<file path="config.mk">
export PLATFORM = sky130hd
export DESIGN_NAME = ddr3_port_arbiter
export DESIGN_NICKNAME = d
export VERILOG_FILES = /design/src/rtl/ddr3_arb_pkg.sv /design/src/rtl/ddr3_arb_tag_fifo.sv /design/src/rtl/ddr3_port_arbiter.sv
export SDC_FILE = /design/constraint.sdc
export NUM_CORES = 1
export LEC_CHECK = 0
export BUFFER_PORTS_ARGS = -buffer_cell sky130_fd_sc_hd__buf_4
export CELL_PAD_IN_SITES_DETAIL_PLACEMENT = 0
export CELL_PAD_IN_SITES_GLOBAL_PLACEMENT = 1
export CORE_AREA = 2 2 319 321
export CTS_CLUSTER_SIZE = 40
export DETAILED_ROUTE_END_ITERATION = 8
export DIE_AREA = 0 0 321 323
export HOLD_SLACK_MARGIN = 0.06
export PLACE_DENSITY_LB_ADDON = 0.1
export SYNTH_ARGS = -nofsm -noshare
export SYNTH_HDL_FRONTEND = slang
export SYNTH_SLANG_ARGS = --single-unit
</file>
<file path="constraint.sdc">
create_clock -name axi_aclk -period 5.1 [get_ports axi_aclk]
set_clock_uncertainty 0.15 [all_clocks]
set_input_delay 0.255 -clock axi_aclk [delete_from_list [all_inputs] [get_ports axi_aclk]]
set_output_delay 0.255 -clock axi_aclk [all_outputs]
set_load 0.05 [all_outputs]
</file>
<file path="src/rtl/ddr3_arb_pkg.sv">
// Shared types and constants for the DDR3 application-port arbiter.
// Holds the controller command encodings, the arbiter states and the round-robin picker.
package ddr3_arb_pkg;

    localparam logic [2:0] CMD_WR = 3'b000;
    localparam logic [2:0] CMD_RD = 3'b001;

    typedef enum logic {
        IDLE,
        BURST
    } state_t;

    // Wide enough for the maximum of four requesters.
    typedef logic [1:0] req_idx_t;

    // First requester with valid set, searching from last+1 and wrapping modulo n.
    function automatic req_idx_t rr_pick(input logic [3:0] valid, input req_idx_t last,
                                         input int unsigned n);
        req_idx_t pick;
        req_idx_t idx;
        logic     found;
        pick  = last;
        found = 1'b0;
        for (int unsigned i = 1; i <= 4; i++) begin
            idx = req_idx_t'((32'(last) + i) % n);
            if (i <= n && !found && valid[idx]) begin
                pick  = idx;
                found = 1'b1;
            end
        end
        return pick;
    endfunction

endpackage

</file>
<file path="src/rtl/ddr3_arb_tag_fifo.sv">
// Tag FIFO: remembers which requester issued each outstanding read command.
// Pop-then-push is allowed when full; a pop while empty is ignored.
module ddr3_arb_tag_fifo
    import ddr3_arb_pkg::*;
#(
    parameter int unsigned DEPTH = 16
) (
    input  logic     clk,
    input  logic     rst,
    input  logic     push,
    input  req_idx_t din,
    input  logic     pop,
    output req_idx_t dout,
    output logic     full,
    output logic     empty
);

    localparam int unsigned AW = $clog2(DEPTH);

    logic [AW-1:0] wp;
    logic [AW-1:0] rp;
    logic [AW:0]   cnt;
    req_idx_t      mem [DEPTH];
    logic          pop_ok;
    logic          push_ok;

    assign empty   = (cnt == '0);
    assign full    = (cnt == (AW+1)'(DEPTH));
    assign pop_ok  = pop && !empty;
    assign push_ok = push && (!full || pop_ok);
    assign dout    = mem[rp];

    always_ff @(posedge clk or posedge rst) begin
        if (rst) begin
            wp  <= '0;
            rp  <= '0;
            cnt <= '0;
        end else begin
            if (push_ok) wp <= wp + 1'b1;
            if (pop_ok)  rp <= rp + 1'b1;
            cnt <= cnt + (AW+1)'(push_ok) - (AW+1)'(pop_ok);
        end
    end

    always_ff @(posedge clk) begin
        if (push_ok) mem[wp] <= din;
    end

endmodule

</file>
<file path="src/rtl/ddr3_port_arbiter.sv">
// Round-robin burst arbiter sharing one DDR3 controller app port between NREQ requesters.
// Bursts are split into BL8 commands; read data is routed back through a tag FIFO.
module ddr3_port_arbiter
    import ddr3_arb_pkg::*;
#(
    parameter int unsigned NREQ      = 2,
    parameter int unsigned ADDR_W    = 28,
    parameter int unsigned DATA_W    = 128,
    parameter int unsigned LEN_W     = 8,
    parameter int unsigned ADDR_INC  = 8,
    parameter int unsigned TAG_DEPTH = 16
) (
    input  logic                             axi_aclk,
    input  logic                             axi_areset,
    input  logic [NREQ-1:0]                  req_valid,
    output logic [NREQ-1:0]                  req_ready,
    input  logic [NREQ-1:0]                  req_write,
    input  logic [NREQ-1:0][ADDR_W-1:0]      req_addr,
    input  logic [NREQ-1:0][LEN_W-1:0]       req_len,
    input  logic [NREQ-1:0]                  wr_valid,
    output logic [NREQ-1:0]                  wr_ready,
    input  logic [NREQ-1:0][DATA_W-1:0]      wr_data,
    input  logic [NREQ-1:0][DATA_W/8-1:0]    wr_mask,
    output logic [NREQ-1:0]                  rd_valid,
    output logic [DATA_W-1:0]                rd_data,
    output logic                             app_en,
    output logic [2:0]                       app_cmd,
    output logic [ADDR_W-1:0]                app_addr,
    input  logic                             app_rdy,
    output logic                             app_wdf_wren,
    output logic                             app_wdf_end,
    output logic [DATA_W-1:0]                app_wdf_data,
    output logic [DATA_W/8-1:0]              app_wdf_mask,
    input  logic                             app_wdf_rdy,
    input  logic                             app_rd_data_valid,
    input  logic [DATA_W-1:0]                app_rd_data,
    output logic                             rd_err
);

    localparam int unsigned CNT_W = LEN_W + 1;

    state_t               state;
    req_idx_t             gnt;
    req_idx_t             rr_ptr;
    req_idx_t             pick;
    logic                 wr_q;
    logic [LEN_W-1:0]     len_q;
    logic [CNT_W-1:0]     cmd_cnt;
    logic [CNT_W-1:0]     dat_cnt;
    logic [CNT_W-1:0]     cmd_nxt;
    logic [CNT_W-1:0]     dat_nxt;
    logic [CNT_W-1:0]     beats;
    logic [ADDR_W-1:0]    cmd_addr;

    logic                 sel_write;
    logic [ADDR_W-1:0]    sel_addr;
    logic [LEN_W-1:0]     sel_len;
    logic                 sel_wvalid;
    logic [DATA_W-1:0]    sel_wdata;
    logic [DATA_W/8-1:0]  sel_wmask;

    logic                 burst;
    logic                 wdf_open;
    logic                 cmd_fire;
    logic                 wdf_fire;
    logic                 done;
    logic                 tag_full;
    logic                 tag_empty;
    logic                 pop_ok;
    req_idx_t             tag_head;

    assign pick = rr_pick(4'(req_valid), rr_ptr, NREQ);

    always_comb begin
        sel_write  = 1'b0;
        sel_addr   = '0;
        sel_len    = '0;
        sel_wvalid = 1'b0;
        sel_wdata  = '0;
        sel_wmask  = '0;
        for (int unsigned i = 0; i < NREQ; i++) begin
            if (gnt == req_idx_t'(i)) begin
                sel_write  = req_write[i];
                sel_addr   = req_addr[i];
                sel_len    = req_len[i];
                sel_wvalid = wr_valid[i];
                sel_wdata  = wr_data[i];
                sel_wmask  = wr_mask[i];
            end
        end
    end

    assign burst    = (state == BURST);
    assign beats    = CNT_W'(len_q) + 1'b1;
    assign wdf_open = burst && wr_q && (dat_cnt < beats);

    // Write commands trail accepted data beats so the controller never sees a command without data.
    assign app_en   = burst && (wr_q ? (dat_cnt > cmd_cnt) : ((cmd_cnt < beats) && !tag_full));
    assign app_cmd  = (burst && !wr_q) ? CMD_RD : CMD_WR;
    assign app_addr = cmd_addr;

    assign app_wdf_wren = wdf_open && sel_wvalid;
    assign app_wdf_end  = app_wdf_wren;
    assign app_wdf_data = wdf_open ? sel_wdata : '0;
    assign app_wdf_mask = wdf_open ? sel_wmask : '0;

    assign cmd_fire = app_en && app_rdy;
    assign wdf_fire = app_wdf_wren && app_wdf_rdy;
    assign cmd_nxt  = cmd_cnt + CNT_W'(cmd_fire);
    assign dat_nxt  = dat_cnt + CNT_W'(wdf_fire);
    assign done     = (cmd_nxt == beats) && (!wr_q || (dat_nxt == beats));

    assign pop_ok  = app_rd_data_valid && !tag_empty;
    assign rd_data = pop_ok ? app_rd_data : '0;

    always_comb begin
        wr_ready = '0;
        rd_valid = '0;
        for (int unsigned i = 0; i < NREQ; i++) begin
            wr_ready[i] = wdf_open && app_wdf_rdy && (gnt == req_idx_t'(i));
            rd_valid[i] = pop_ok && (tag_head == req_idx_t'(i));
        end
    end

    ddr3_arb_tag_fifo #(
        .DEPTH (TAG_DEPTH)
    ) u_tag_fifo (
        .clk   (axi_aclk),
        .rst   (axi_areset),
        .push  (cmd_fire && !wr_q),
        .din   (gnt),
        .pop   (app_rd_data_valid),
        .dout  (tag_head),
        .full  (tag_full),
        .empty (tag_empty)
    );

    // IDLE grants in two steps: a registered req_ready pulse, then the fields are latched.
    always_ff @(posedge axi_aclk or posedge axi_areset) begin
        if (axi_areset) begin
            state     <= IDLE;
            rr_ptr    <= req_idx_t'(NREQ - 1);
            gnt       <= '0;
            req_ready <= '0;
            wr_q      <= 1'b0;
            len_q     <= '0;
            cmd_cnt   <= '0;
            dat_cnt   <= '0;
            cmd_addr  <= '0;
            rd_err    <= 1'b0;
        end else begin
            req_ready <= '0;
            if (app_rd_data_valid && tag_empty) rd_err <= 1'b1;
            case (state)
                IDLE: begin
                    if (|req_ready) begin
                        wr_q     <= sel_write;
                        len_q    <= sel_len;
                        cmd_addr <= sel_addr;
                        cmd_cnt  <= '0;
                        dat_cnt  <= '0;
                        state    <= BURST;
                    end else if (|req_valid) begin
                        for (int unsigned i = 0; i < NREQ; i++) begin
                            req_ready[i] <= (pick == req_idx_t'(i));
                        end
                        gnt    <= pick;
                        rr_ptr <= pick;
                    end
                end
                BURST: begin
                    cmd_cnt <= cmd_nxt;
                    dat_cnt <= dat_nxt;
                    if (cmd_fire) cmd_addr <= cmd_addr + ADDR_W'(ADDR_INC);
                    if (done) state <= IDLE;
                end
                default: state <= IDLE;
            endcase
        end
    end

endmodule

</file>
* After elaboration in Yosys (flattened, before gate mapping) *
Memories as Yosys holds them, arrays and structs flattened.
Index checks and enable logic that the tools add are counted.

word-level totals
  flip-flop bits (word level) = 76
  bits in writable memories = 32
  bits of input ports = 499
  output and inout port bits = 313
  word-level logic and storage cells = 111
  memories kept = 1

memories
  name            depth  bits a word  rd ports  clocked after Yosys merged registers in  write ports  RTL line                 text
  u_tag_fifo.mem  16     2            1         0                                        1            ddr3_arb_tag_fifo.sv:23  req_idx_t mem [DEPTH];

operators by class
  $add $sub $neg = 10
  magnitude comparators = 5
  equal/unequal tests = 8
  multiplexer cells = 38
  bitwise gates (word level) = 2
  reductions and logical operators = 34

operators with widths
  operator                                                                       count
  128-bit two-way mux                                                            4
  28-bit two-way mux                                                             4
  28-bit one-hot mux with 2 select lines                                         1
  16-bit two-way mux                                                             3
  9-bit one-hot mux with 2 select lines                                          2
  28-bit by 4-bit adder with 28-bit output (second input constant)               1
  1-bit logical AND                                                              19
  9-bit by 1-bit adder with 9-bit output                                         2
  9-bit equality test                                                            2
  9-bit less-than comparator                                                     2
  8-bit two-way mux                                                              2
  1-bit two-way mux                                                              15
  2-bit two-way mux                                                              5
  8-bit by 1-bit adder with 9-bit output (second input constant)                 1
  9-bit > comparator                                                             1
  9-bit two-way mux                                                              1
  4-bit by 1-bit adder with 4-bit output (second input constant)                 2
  2-bit by 1-bit equality test with 1-bit output (second input constant)         3
  2-bit zero test                                                                3
  1-bit by 3-bit less-than comparator with 1-bit output (second input constant)  2
  5-bit by 1-bit adder with 5-bit output                                         1
  5-bit equality test (second input constant)                                    1
  5-bit zero test                                                                1
  5-bit by 1-bit subtractor with 5-bit output                                    1
  10 further kinds                                                               18

* Logic depth before layout (Yosys ltp) *
  word-level depth = 11
  gate-level depth with buffers = 20
  gate-level depth less buffers = 19

* Hierarchy *
Synthesis repeated with hierarchy kept, for this count alone.

second synthesis, totals
  cell total of the unflattened synthesis = 1,217
  area, all modules = 10,189.8 sq um

modules (own cells, without submodules)
  module             instances  cells each  area an instance (sq um)  sequential area each (sq um)
  ddr3_port_arbiter  1          1,071       8,106.5                   1,552.7
  ddr3_arb_tag_fifo  1          146         2,083.2                   1,286.2

* Worst setup path before layout *
OpenSTA, ideal clock, no wires.

  path kind = reg2reg
  from = register len_q[1]
  to = register state (netlist: burst)
  setup time = 0.118 ns
  arrival time = 4.150 ns
  required time = 4.832 ns
  setup slack = 0.682 ns
  stages on the path, launching flop included = 20
  path buffers = 1
  clock period less this slack = 4.418 ns
  cells stage by stage = dfrtp_1 ha_1 xnor2_1 ha_1 a21oi_1 nand2_1 maj3_1 o211ai_1 a32o_1 nand3_1 clkbuf_1 nor3b_1 ha_1 nand2_1 nor3_1 xnor2_1 mux2_2 o221ai_1 o211ai_1 a21o_1

between the ends
  longest elaborated chain between the ends = 11
  elaborated cells between the ends (all ways) = 18
  those cells by class = 3 x add/sub; 2 x order compare; 2 x eq/ne; 3 x mux; 8 x reduce/logical

ends and longest elaborated chain
  what                                                                           RTL line                                            text
  from (decl)                                                                    ddr3_port_arbiter.sv:47                             logic [LEN_W-1:0] len_q;
  from (signal assigned)                                                         ddr3_port_arbiter.sv:158                            len_q <= sel_len;
  8-bit by 1-bit adder with 9-bit output (*)                                     ddr3_port_arbiter.sv:94                             assign beats = CNT_W'(len_q) + 1'b1;
  9-bit less-than comparator (on tied branches)                                  ddr3_port_arbiter.sv:98, ddr3_port_arbiter.sv:95
  1-bit logical AND (on tied branches)                                           ddr3_port_arbiter.sv:98, ddr3_port_arbiter.sv:95
  1-bit two-way mux or 1-bit logical AND (tied branches)                         ddr3_port_arbiter.sv:98, ddr3_port_arbiter.sv:102
  1-bit logical AND (on tied branches)                                           ddr3_port_arbiter.sv:98, ddr3_port_arbiter.sv:108
  1-bit logical AND or 9-bit by 1-bit adder with 9-bit output (tied branches)    ddr3_port_arbiter.sv:107, ddr3_port_arbiter.sv:110
  9-bit by 1-bit adder with 9-bit output or 9-bit equality test (tied branches)  ddr3_port_arbiter.sv:109, ddr3_port_arbiter.sv:111
  9-bit equality test or 1-bit logical OR (tied branches)                        ddr3_port_arbiter.sv:111                            assign done = (cmd_nxt == beats) && (!wr_q || (dat_nxt == beats));
  1-bit logical AND (*)                                                          ddr3_port_arbiter.sv:111
  1-bit two-way mux (*)                                                          ddr3_port_arbiter.sv:175                            if (done) state <= IDLE;
  1-bit one-hot mux with 2 select lines (*)                                      ddr3_port_arbiter.sv:154                            case (state)
  to (signal assigned)                                                           ddr3_port_arbiter.sv:162                            state <= BURST;
  to (signal assigned)                                                           ddr3_port_arbiter.sv:175
  to (signal assigned)                                                           ddr3_port_arbiter.sv:177                            default: state <= IDLE;
  to (decl)                                                                      ddr3_port_arbiter.sv:42                             state_t state;

Mark *: on every way between the ends. The rest lies on a longest branch, timed or not.
A chain may end at the register's enable or synchronous reset.

* Worst setup path in the final report *
Same ends and word-level chain as after synthesis.

==> out/metrics.csv <==
stage;metric;value;unit
synth;cell area after synthesis;9850;µm²
route;via-per-instance ratio;3.62;
placement;hpwl dp;65700;µm
finish;area occupied by multi-input gates;6590;µm²
clocking;CTS tree;yes;
sta;Final Setup Violations;0;
critical_path;Top cell by count, worst path;ha_1;
sta;unrepaired setup endpoints after global routing;no;
power_and_ir_drop;worst vdd ir;0.367;mV
synth;sequential share of the synthesized area;28.8;%
clocking;insertion delay to the later sink of the worst-skew pair;0.40;ns
sta;Max Fclk;212;MHz
route;total vias in the final route;11700;
route;number of iterations in the first detailed-routing pass;4;
sta;worst slew margin relative to its limit;27.8;%
synth;Gate Count Post-Synth;1145;
synth;leading register cell type out of synthesis;dfrtp_1;
synth;Async S/R FF share, synth;70.1;%
die;die height;323;µm
critical_path;type of element launching the critical path;flop;
synth;number of flip-flops and latches in the synthesized netlist;107;
die;Starting Density;9.78;%
clocking;H-tree level count;3;
critical_path;CP max stage delay;0.45;ns
die;standard cell core area;101000;µm²
synth;Avg Inst Size Synth;8.61;µm²
sta;final worst hold slack;0.0804;ns
clocking;cts bufs inserted;9;
critical_path;Critical-path top delay cell;dfrtp_1;
finish;fin nets;2440;
route;DR DRC count;0;
critical_path;largest delay contributor family on the critical path;adder cells;
critical_path;data required time at the worst endpoint;5.23;ns
critical_path;cell chain of the critical path;ha_1, xnor2_1, ha_1, a21oi_1, nand2_1, maj3_1, o211ai_1, a32o_1, nand3_4, nor3b_1, ha_1, ha_1, nand3_1, nor2_1, xor2_1, xnor2_1, nor4_1, o211ai_1, a21o_1;
finish;signed area change from the synthesized netlist to the final layout;81.2;%
clocking;CTS root buffer;clkbuf_16;
finish;sequential cell area in the final layout;2850;µm²
sta;number of pins with negative max-slew slack in the final report;0;
grt;largest net degree at the start of global routing;148;
placement;placer congestion estimate;0.891;
critical_path;maximum fanout along the worst path;5;
grt;number of global-route vias before repair;12100;
finish;fillers;11400;
die;width of the die;321;µm
route;violation count after the first detailed-route iteration;448;
synth;total of warnings raised by yosys;0;
critical_path;data arrival at the endpoint of the critical path;4.85;ns
power_and_ir_drop;Static Leak;8.68;nW
route;total routed wirelength;77700;µm
synth;count of flip-flops with a built-in enable after synthesis;32;
sta;total count of hold-check failures in the final report;0;
sta;final cycle utilization of the critical path;92.6;%
power_and_ir_drop;power density over the cells;449;nW/µm²
grt;global-route wire length before repair;101000;µm
clocking;deepest clock path buffer count;2;
job;max-capacitance violation count;0;
clocking;Post-CTS Setup Inserts;0;
clocking;Clock Sinks;107;
die;row cnt;117;
grt;global route total overflow;0;
route;final antenna-violating net count;0;
grt;number of antenna violations at the first check in global routing;22;
route;drt wl/cell;24.1;µm
die;number of primary I/O pins;812;
synth;distinct cell type count after synthesis;72;
critical_path;CP bufs+invs;0;
placement;buffers added on ports;809;
grt;GRT Overall Usage;14.2;%
clocking;CTS clock-pin slew for the worst setup and hold paths;0.09;ns
status;result of the run;complete, no violations;
finish;fraction of final layout cells sized beyond drive strength 1;46.2;%
die;overall die area;104000;µm²
sta;setup TNS;0;ns
critical_path;Crit Path Class;flop to flop;
sta;transition at the pin with the smallest max-transition slack;1.08;ns
critical_path;nature of the critical path endpoint;flop;
min_path;worst hold path class;input port to flop;
sta;min Tclk post-route;4.72;ns
power by group:
group / internal, W / switching (W)
Combinational: 0.00205 / 0.00385
Clock: 0.000350 / 0.000415
Sequential: 0.00107 / 0.000276
Total: 0.00347 / 0.00454
through the flow:
step	worst slack, ns	util, %	std cells	instance area (µm²)	power (W)
finish	0.379	17.7	3230	17900	0.00802
floorplan	0.682	-	1146	9860	0.00524
global placement	0.262	17.3	3197	17500	0.00740
CTS	0.280	17.7	3220	17800	0.00819
detailed placement	0.342	17.3	3197	17500	0.00736
global route	0.00416	17.7	3226	17800	0.00855
cell usage in the layout, fill, tap and decap left out, drive strengths merged, types with 9 or more instances in the layout:
cell / n
and3: 9
o211a: 10
dfrtp: 74
buf: 831
xor2: 12
inv: 36
o21ai: 38
a21oi: 16
and2: 139
mux4: 9
edfxtp: 32
ha: 34
diode: 10
clkbuf: 10
nand3: 31
mux2i: 180
nor2: 188
nand2: 50
xnor2: 32
o211ai: 11
nand4: 22
nor3: 12
o31ai: 14
repair_timing:
| item | in CTS | in global routing |
|---|---|---|
| hold buffers | 7 | 0 |
| gates resized for setup | 0 | 2 |
| endpoints found under the hold margin | 50 | 0 |
| endpoints found under the setup margin | 0 | 1 |
final cells by class:
class / instances / area share, %
Tap cell: 1309 / 9.17
Multi-Input combinational cell: 916 / 36.9
Clock inverter: 6 / 0.371
Timing Repair Buffer: 838 / 35.5
Clock buffer: 10 / 1.28
Antenna cell: 10 / 0.140
Sequential cell: 107 / 15.9
Inverter: 34 / 0.729
state kept, by name (all words and copies together) (netlist names), 4 cells and up:
register        flops
u_tag_fifo.mem     32
app_addr           28
cmd_cnt             9
dat_cnt             9
len_q               8
u_tag_fifo.cnt      5
u_tag_fifo.rp       4
u_tag_fifo.wp       4
metal layers:
metal	track usage (%)	up-vias	part of all wire, %
met5	0	-	0.071
met4	4.86	8	3.1
met3	4.68	63	8.2
met2	27.7	520	55
met1	13.8	5549	34
li1	-	5559	-
cells by family (layout without fill, tap and decap cells):
kind of cell | Yosys count | after routing | synth area share (%)
buffers and inverters | 123 | 888 | 5.02
AO/OA/AOI/OAI | 154 | 154 | 11.5
AND/OR/NAND/NOR | 483 | 483 | 24.5
XOR/XNOR | 47 | 47 | 4.60
adder cells (fa/ha/maj) | 36 | 36 | 4.62
flip-flops | 107 | 107 | 28.8
multiplexers | 194 | 194 | 20.9
other | 1 | 12 | 0.0381
synth_stat cells, drive strengths merged, types with 3 or more instances:
cell type,n,area [µm²]
a211o,6,52.6
a211oi,5,42.5
a21o,3,22.5
a21oi,16,80.1
a22o,7,61.3
a31o,3,26.3
a31oi,4,25.0
and2,139,870
and3,9,56.3
buf,17,96.3
clkbuf,72,270
dfrtp,74,1850
edfxtp,32,961
ha,34,425
inv,32,120
mux2,5,56.3
mux2i,180,1800
mux4,9,203
nand2,50,188
nand3,31,168
nand3b,3,22.5
nand4,22,138
nor2,188,708
nor2b,5,31.3
nor3,12,60.1
nor3b,6,50.1
nor4,5,31.3
o211a,10,100
o211ai,11,92.6
o21a,3,22.5
o21ai,38,194
o221ai,4,35.0
o311ai,5,43.8
o31a,7,61.3
o31ai,14,105
o32a,5,50.1
or3,5,31.3
xnor2,32,280
xnor3,3,67.6
xor2,12,105
worst register-to-register path, stage by stage, from the launching register on:
cell      delay [ns]
dfrtp_1         0.45
ha_1            0.25
xnor2_1         0.27
ha_1            0.30
a21oi_1         0.15
nand2_1         0.08
maj3_1          0.37
o211ai_1        0.12
a32o_1          0.24
nand3_4         0.11
nor3b_1         0.22
ha_1            0.24
ha_1            0.25
nand3_1         0.15
nor2_1          0.30
xor2_1          0.21
xnor2_1         0.09
nor4_1          0.35
o211ai_1        0.15
a21o_1          0.18
final timing paths:
kind | start | depth (start not counted) | endpoint | slack (ns)
max | len_q[1] | 19 | burst | 0.38
min | req_addr[30] | 3 | app_addr[2] | 0.08
max reg2reg | len_q[1] | 19 | burst | 0.38
min reg2reg | rd_err | 1 | rd_err | 0.32
max in group asynchronous | axi_areset | 4 | burst | 3.33
min in group asynchronous | axi_areset | 3 | u_tag_fifo.rp[1] | 0.42
(Power assumes the default switching activity.)
